`src/rtl/mem_arb_pkg.sv`:
```
// mem_arb_pkg: shared types and constants for the memory port arbiter.
//   state_e    : access sequencer states (IDLE -> ISSUE -> WAIT -> RESP)
//   PORT_I/D   : owner encoding for the instruction and data ports
//   RD_LAT_MAX : largest supported memory read latency
//   CNT_W      : width of the wait-phase counter (holds RD_LAT_MAX-1)
package mem_arb_pkg;

  typedef enum logic [1:0] {
    IDLE  = 2'd0,
    ISSUE = 2'd1,
    WAIT  = 2'd2,
    RESP  = 2'd3
  } state_e;

  localparam logic PORT_I = 1'b0;
  localparam logic PORT_D = 1'b1;

  localparam int RD_LAT_MAX = 7;
  localparam int CNT_W      = 3;

endpackage

```
`src/rtl/mem_arb_prio.sv`:
```
// mem_arb_prio: combinational winner select between the instruction and
// data ports.
//   i_req, d_req : pending requests
//   last_win     : previous winner (only with ARB_ROUND_ROBIN_EN)
//   any_req      : at least one request present
//   win          : winning port (PORT_I / PORT_D), meaningful with any_req
// Build option ARB_ROUND_ROBIN_EN: on simultaneous requests the port that
// did not win last time gets priority; otherwise the data port always wins.
module mem_arb_prio
  import mem_arb_pkg::*;
(
  input  logic i_req,
  input  logic d_req,
`ifdef ARB_ROUND_ROBIN_EN
  input  logic last_win,
`endif
  output logic any_req,
  output logic win
);

  always_comb begin
    any_req = i_req | d_req;
    win     = PORT_D;
    if (i_req && !d_req) begin
      win = PORT_I;
    end
`ifdef ARB_ROUND_ROBIN_EN
    else if (i_req && d_req) begin
      win = ~last_win;
    end
`endif
  end

endmodule

```
`src/rtl/mem_port_arbiter.sv`:
```
// mem_port_arbiter: shares one single-ported synchronous memory between the
// CPU instruction-fetch port and the load/store data port. Each access runs
// IDLE (grant + capture) -> ISSUE (mem_en) -> WAIT (RD_LAT cycles) -> RESP
// (rvalid to the owner).
//   clk, rst                 : clock, synchronous active-high reset
//   i_req/i_addr             : instruction request, level until i_gnt
//   i_gnt/i_rvalid/i_rdata   : instruction accept pulse and response
//   d_req/d_addr/d_we/d_wdata: data request (d_we=0 means read)
//   d_gnt/d_rvalid/d_rdata   : data accept pulse and response / write ack
//   mem_en/mem_we/mem_addr/mem_wdata/mem_rdata : memory side
// Build option ARB_ROUND_ROBIN_EN enables alternating priority on conflicts.
module mem_port_arbiter
  import mem_arb_pkg::*;
#(
  parameter int RD_LAT = 1,
  parameter int ADDR_W = 32
) (
  input  logic              clk,
  input  logic              rst,
  input  logic              i_req,
  input  logic [ADDR_W-1:0] i_addr,
  output logic              i_gnt,
  output logic              i_rvalid,
  output logic [31:0]       i_rdata,
  input  logic              d_req,
  input  logic [ADDR_W-1:0] d_addr,
  input  logic [3:0]        d_we,
  input  logic [31:0]       d_wdata,
  output logic              d_gnt,
  output logic              d_rvalid,
  output logic [31:0]       d_rdata,
  output logic              mem_en,
  output logic [3:0]        mem_we,
  output logic [ADDR_W-1:0] mem_addr,
  output logic [31:0]       mem_wdata,
  input  logic [31:0]       mem_rdata
);

  // Out-of-range latencies are clamped so the counter can never overflow.
  localparam int RD_LAT_C = (RD_LAT > RD_LAT_MAX) ? RD_LAT_MAX :
                            ((RD_LAT < 1) ? 1 : RD_LAT);

  state_e            state_q, state_d;
  logic [CNT_W-1:0]  cnt_q, cnt_d;
  logic              owner_q, owner_d;
  logic [ADDR_W-1:0] addr_q, addr_d;
  logic [3:0]        we_q, we_d;
  logic [31:0]       wdata_q, wdata_d;
  logic [31:0]       i_rdata_q, i_rdata_d;
  logic [31:0]       d_rdata_q, d_rdata_d;
  logic [31:0]       rd_word;
  logic              any_req;
  logic              win;

`ifdef ARB_ROUND_ROBIN_EN
  logic last_win_q, last_win_d;
`endif

  mem_arb_prio u_prio (
    .i_req    (i_req),
    .d_req    (d_req),
`ifdef ARB_ROUND_ROBIN_EN
    .last_win (last_win_q),
`endif
    .any_req  (any_req),
    .win      (win)
  );

  always_comb begin
    state_d   = state_q;
    cnt_d     = cnt_q;
    owner_d   = owner_q;
    addr_d    = addr_q;
    we_d      = we_q;
    wdata_d   = wdata_q;
    i_rdata_d = i_rdata_q;
    d_rdata_d = d_rdata_q;
    rd_word   = 32'h0;
    i_gnt     = 1'b0;
    d_gnt     = 1'b0;
    mem_en    = 1'b0;
    mem_we    = 4'h0;
    mem_addr  = '0;
    mem_wdata = 32'h0;
`ifdef ARB_ROUND_ROBIN_EN
    last_win_d = last_win_q;
`endif

    case (state_q)
      IDLE: begin
        // Grant is suppressed while reset is held so no pulse escapes
        // for a request that the reset is about to discard.
        if (any_req && !rst) begin
          state_d = ISSUE;
          owner_d = win;
`ifdef ARB_ROUND_ROBIN_EN
          last_win_d = win;
`endif
          if (win == PORT_D) begin
            d_gnt   = 1'b1;
            addr_d  = d_addr;
            we_d    = d_we;
            wdata_d = d_wdata;
          end else begin
            i_gnt   = 1'b1;
            addr_d  = i_addr;
            we_d    = 4'h0;
            wdata_d = 32'h0;
          end
        end
      end
      ISSUE: begin
        mem_en    = 1'b1;
        mem_we    = we_q;
        mem_addr  = {addr_q[ADDR_W-1:2], 2'b00};
        mem_wdata = wdata_q;
        cnt_d     = CNT_W'(RD_LAT_C - 1);
        state_d   = WAIT;
      end
      WAIT: begin
        if (cnt_q == '0) begin
          // Writes return a zero word as their acknowledge.
          rd_word = (we_q != 4'h0) ? 32'h0 : mem_rdata;
          if (owner_q == PORT_D) begin
            d_rdata_d = rd_word;
          end else begin
            i_rdata_d = rd_word;
          end
          state_d = RESP;
        end else begin
          cnt_d = cnt_q - 1'b1;
        end
      end
      RESP: begin
        state_d = IDLE;
      end
      default: begin
        state_d = IDLE;
      end
    endcase
  end

  assign i_rvalid = (state_q == RESP) && (owner_q == PORT_I);
  assign d_rvalid = (state_q == RESP) && (owner_q == PORT_D);
  assign i_rdata  = i_rdata_q;
  assign d_rdata  = d_rdata_q;

  always_ff @(posedge clk) begin
    if (rst) begin
      state_q   <= IDLE;
      cnt_q     <= '0;
      owner_q   <= PORT_I;
      addr_q    <= '0;
      we_q      <= 4'h0;
      wdata_q   <= 32'h0;
      i_rdata_q <= 32'h0;
      d_rdata_q <= 32'h0;
    end else begin
      state_q   <= state_d;
      cnt_q     <= cnt_d;
      owner_q   <= owner_d;
      addr_q    <= addr_d;
      we_q      <= we_d;
      wdata_q   <= wdata_d;
      i_rdata_q <= i_rdata_d;
      d_rdata_q <= d_rdata_d;
    end
  end

`ifdef ARB_ROUND_ROBIN_EN
  // Cleared to PORT_I so the first conflict after reset goes to the data port.
  always_ff @(posedge clk) begin
    if (rst) begin
      last_win_q <= PORT_I;
    end else begin
      last_win_q <= last_win_d;
    end
  end
`endif

endmodule
```
`config.mk`:
```
export PLATFORM = sky130hd
export DESIGN_NAME = mem_port_arbiter
export DESIGN_NICKNAME = d
export VERILOG_FILES = /design/src/rtl/mem_arb_pkg.sv /design/src/rtl/mem_arb_prio.sv /design/src/rtl/mem_port_arbiter.sv
export SDC_FILE = /design/constraint.sdc
export NUM_CORES = 1
export LEC_CHECK = 0
export ABC_AREA = 0
export CORE_MARGIN = 2
export CORE_UTILIZATION = 41
export CTS_BUF_LIST = sky130_fd_sc_hd__clkbuf_8 sky130_fd_sc_hd__clkbuf_16
export DETAILED_ROUTE_END_ITERATION = 10
export PLACE_DENSITY = 0.8
export SETUP_SLACK_MARGIN = 0.3
export SYNTH_ARGS = -nofsm -noshare
export SYNTH_HDL_FRONTEND = slang
export SYNTH_HIERARCHICAL = 1
export SYNTH_SLANG_ARGS = --single-unit
```
`constraint.sdc`:
```
create_clock -name clk -period 2 [get_ports clk]
set_input_delay 0.5 -clock clk [delete_from_list [all_inputs] [get_ports clk]]
set_output_delay 0.5 -clock clk [all_outputs]
set_load 0.05 [all_outputs]
```
# Word-level counts from Yosys, hierarchy flattened
# Cells that the tools add are included.
[totals] register_bits=138 inputBits=136
[classes] add_sub_neg=1 eq_ne=6 muxes=19 bitwise=2 n_reduce_logical=15
[ops] op="$mux W32" count=5
[ops] op="$mux W4" count=2
[ops] op="$pmux W2 S4" count=1
[ops] op="$mux W1" count=7
[ops] op="$ne A2 B2 Y1 const B" count=3
[ops] op="$pmux W3 S2" count=1
[ops] op="$reduce_and A2 Y1" count=3
[ops] op="$reduce_and A3 Y1" count=2
[ops] op="$eq A2 B2 Y1 const B" count=2
[ops] op="$logic_and A1 B1 Y1" count=4
[ops] op="$mux W2" count=2
[ops] op="$reduce_bool A4 Y1" count=1
[ops] op="$logic_not A3 Y1" count=1
[ops] op="$mux W3" count=1
[ops] op="$sub A3 B1 Y3 const B" count=1
[ops] op="$eq A2 B1 Y1 const B" count=1
[ops] op="$logic_not A1 Y1" count=2
[ops] op="$logic_not A2 Y1" count=1
[ops] op="$reduce_bool A2 Y1" count=1
[ops] op="$not A1 Y1" count=1
[ops] op="$or A1 B1 Y1" count=1

# Longest topological paths before layout
[depth] word_depth=5 mapped_depth=8

# By module
# The synthesis kept the hierarchy.
[by_module_without_submodules] module="mem_port_arbiter" instances=1 cells_each=565 area_per_inst_um2=5624.1
[by_module_without_submodules] module="mem_arb_prio" instances=1 cells_each=2 area_per_inst_um2=12.5

# Worst setup path after synthesis
# No wires, ideal clock.
[synth_timing] kind="register to output" start="register state_q[1]" end="output mem_addr[10]" arrival_time_ns=1.862 t_required_ns=1.500 path_slack_ns=-0.362 path_stages_with_launch=6 n_path_buf=2 path_cell_list="dfxtp_1 inv_1 ha_1 clkbuf_1 clkbuf_1 and2_1"
[synth_via] elab_chain_len=2
[synth_lines] item="from (decl)" line="mem_port_arbiter.sv:43" source="state_e state_q, state_d;"
[synth_lines] item="from (signal assigned)" line="mem_port_arbiter.sv:159" source="state_q <= state_d;"
[synth_lines] item="$eq A2 B1 Y1" line="mem_port_arbiter.sv:89" source="case (state_q)"
[synth_lines] item="$mux W32" line="mem_port_arbiter.sv:89"
[synth_lines] item="to (decl)" line="mem_port_arbiter.sv:34" source="output logic [ADDR_W-1:0] mem_addr,"
# Every way passes these cells.

# Worst setup path after layout
[layout_timing] start="register state_q[1]" end="output mem_we[1]"
[layout_via] elab_chain_len=2
[layout_lines] item="$eq A2 B1 Y1" line="mem_port_arbiter.sv:89"
[layout_lines] item="$mux W4" line="mem_port_arbiter.sv:89"
[layout_lines] item="to (decl)" line="mem_port_arbiter.sv:33" source="output logic [3:0] mem_we,"
# Every way passes these cells.

==> metrics.md <==
| Metric | Value |
|---|---|
| Sequential fraction of the synthesis area | 48.30% |
| Fmax | 473.7 MHz |
| Total gr overflow | 0 |
| Reg2reg setup slack | 0.32 ns |
| Final Max Slew Viols | 0 |
| Max H-tree Level | 4 |
| Met2 Track Usage GR | 45.75% |
| CTS tree | done |
| Peak supply drop | 726.0 µV |
| CP required | 1.50 ns |
| Initial antenna violation count | 0 |
| DIE AREA | 14700 µm² |
| Inserted Clock Buffers | 17 |
| Main combinational cell family by area after synthesis | simple AND/OR/NAND/NOR gates |
| M3 GR Usage | 7.519% |
| Vias | 5522 |
| Cts hold-fix bufs | 0 |
| Clock Pin Slew Worst Setup and Hold Paths | 0.06 ns |
| XOR/XNOR Fraction of Synth Area | 0% |
| Setup TNS | -5.656 ns |
| Die Wd | 121.3 µm |
| Drt drc | 0 |
| Synth top area share | 48.30% |
| Endpoints failing hold | 0 |
| # diodes | 0 |
| Worst setup EP type | primary output |
| Largest cells by area after synthesis | dfxtp_1, a22o_1, and2_1 |
| Power Density | 1129 nW/µm² |
| Synth Area in Compound Gates | 17.67% |
| Synth unique cells | 31 |
| Synth Area in Adders | 1.554% |
| Initial Util | 42.23% |
| Hold/Removal Path Class | reg -> reg |
| Tcrit/Tclk final | 105.6% |
| RePlAce Congestion | 0.7568 |
| Die H | 121.3 µm |
| Commonest cells after routing, fill and taps aside | dfxtp_1, clkdlybuf4s50_1, buf_12 |
| Syn avg cell area | 9.941 µm² |
| Drt pass-1 iters | 5 |
| FP Rows | 42 |
| Area Growth Syn to Fin | 87.77% |
| Lkg Pwr | 4.251 nW |
| Mux cell area share after synthesis | 5.505% |
| Routed len/inst | 18.76 µm |
| Final nets | 995 |
| DR iter-0 viols | 301 |
| Final hold slack | 0.4530 ns |
| Max Cap Viol | 0 |
| Gr busiest metal | met2 |
| Largest net degree at the start of global routing | 43 |
| Boundary pin count | 273 |
| Cell taking the most area after synthesis | dfxtp_1 |
| First-pass GRT wire length | 29120 µm |
| Failing checks | setup timing |
| CTS root buf | clkbuf_16 |
| Crit path kind | reg -> out |
| Worst flop-to-flop path startpoint | cnt_q[0]$_SDFFE_PP0P_ |
| Sink Count | 136 |
| Port bufs | 266 |
| Hold Crit Depth | 2 |
| Crit path DAT | 1.61 ns |
| Simple-gate area share of the yosys netlist | 20.38% |
| GRT met1 Usage | 28.70% |
| Worst-path maximum fanout | 6 |
| Netlist Area Pre-Place | 5637 µm² |
| Vias per cell | 5.305 |
| CP Launch Type | flop |
| Hpwl dp | 12430 µm |
| Skew-Pair Late Insertion Delay | 0.42 ns |
| Run status | complete, but fails checks |
| Core area | 13350 µm² |
| GRT Util Overall | 25.56% |
| Final worst slack | -0.1111 ns |
| #FFs+latches synth | 136 |
| Drt total wl | 19530 µm |
| Fin crit period | 2.111 ns |
| Hold Startpoint | wdata_q[16]$_SDFFE_PP0P_ |
| DRT antenna net count | 0 |
| Layout cells sized above 1 | 38.61% |
| Cells after Synth | 567 |
| Number of global-route vias before repair | 5511 |
| Commonest non-fill, non-tap cell in the layout | dfxtp_1 |
| Worst slack, placed | -0.1720 ns |
| Hold EP | wdata_q[16]$_SDFFE_PP0P_ |
| Final setup vio count | 68 |
| Clock Skew | 0.007771 ns |
| Clock Tree Buf Depth | 2 |
| Reg2reg end | d_rdata[6]$_SDFFE_PP0P_ |
| RSZ-0062 raised after global routing | yes |
| Syn. warnings | 6 |
| Worst reg-to-reg path cell count | 8 |
[Yosys cell counts]
library cell,number
inv_2,1
buf_6,12
nor3_1,1
a211oi_1,2
nor2_1,3
conb_1,1
and3b_1,1
and4_1,2
nor2b_1,2
nand2b_1,6
buf_4,10
nand2_1,39
a21o_1,1
and2_1,67
a21oi_2,10
o21ai_1,30
mux2i_1,31
nand3b_4,1
inv_1,6
a22o_1,64
and2_4,1
nand3b_1,30
clkbuf_1,19
nand3_2,10
buf_2,12
dfxtp_1,136
a21oi_1,32
ha_1,7
or2_1,1
nand3_1,26
o21ai_0,3
[repair_timing]
| action | CTS | global route |
|---|---|---|
| endpoints found under the setup margin | 209 | 175 |
| pin swaps | 12 | 26 |
| resized for setup | 221 | 21 |
| buffers inserted | 10 | 7 |
| gates cloned | 8 | 5 |
[cell families (layout without fill, tap and decap cells)]
kind of cell             count (synthesis)  count (layout)
other                                    1               2
adder cells (fa/ha/maj)                  7               7
AO/OA/AOI/OAI                          142             142
multiplexers                            31              31
AND/OR/NAND/NOR                        190             190
flip-flops                             136             136
buffers and inverters                   60             357
[final cells by class]
type | instances | area (µm²)
Timing Repair Buffer | 318 | 4154
Clock buffer | 18 | 439.2
Tap cell | 176 | 220.2
Multi-Input combinational cell | 372 | 2844
Sequential cell | 136 | 2730
Clock inverter | 14 | 162.7
Inverter | 7 | 33.78
Fill cell | 786 | 2764
[routing by layer]
metal / vias up / part of all wire (%)
met4: 0 / 2.4
met2: 281 / 52
met1: 2629 / 37
met5: - / 0
li1: 2569 / -
met3: 43 / 8.3
[worst max path at each step]
stage | cells past startpoint | startpoint | slack, ns | to
2_1_floorplan | 6 | d_req | 0.18 | d_gnt
3_3_place_gp | 6 | d_req | -0.18 | d_gnt
3_5_place_dp | 6 | d_req | -0.17 | d_gnt
4_1_cts | 6 | state_q[1]$_SDFFE_PP0P_ | -0.11 | mem_addr[27]
5_1_grt | 7 | state_q[1]$_SDFFE_PP0P_ | -0.15 | d_gnt
6_report | 6 | state_q[1]$_SDFFE_PP0P_ | -0.11 | mem_we[1]
[registers in the layout, indices dropped and copies added (netlist names)]
signal   count
wdata_q     32
cnt_q        3
d_rdata     32
i_rdata     32
owner_q      1
we_q         4
addr_q      30
state_q      2
[where the power goes]
part	total [mW]	switching, mW	internal [mW]
clock	3.17	1.27	1.90
sequential	3.40	0.258	3.14
combinational	5.38	2.75	2.63
total	11.9	4.28	7.67
[through the flow]
stage	utilization, %	cells	power [mW]	instance area, µm²
floorplan	-	568	6.064	5882
global placement	69.76	979	7.618	9311
detailed placement	69.76	979	7.736	9311
CTS	77.92	1029	11.76	10400
global route	79.29	1041	12.41	10580
finish	79.29	1041	11.95	10580
[worst max-delay path, stage by stage, from the launching register on]
cell and delay [ns]:
dfxtp_2 0.36, inv_4 0.05, ha_4 0.18, buf_6 0.14, clkbuf_16 0.15, and2_4 0.16, buf_12 0.14
No activity file was read; power rests on OpenSTA's default activity.
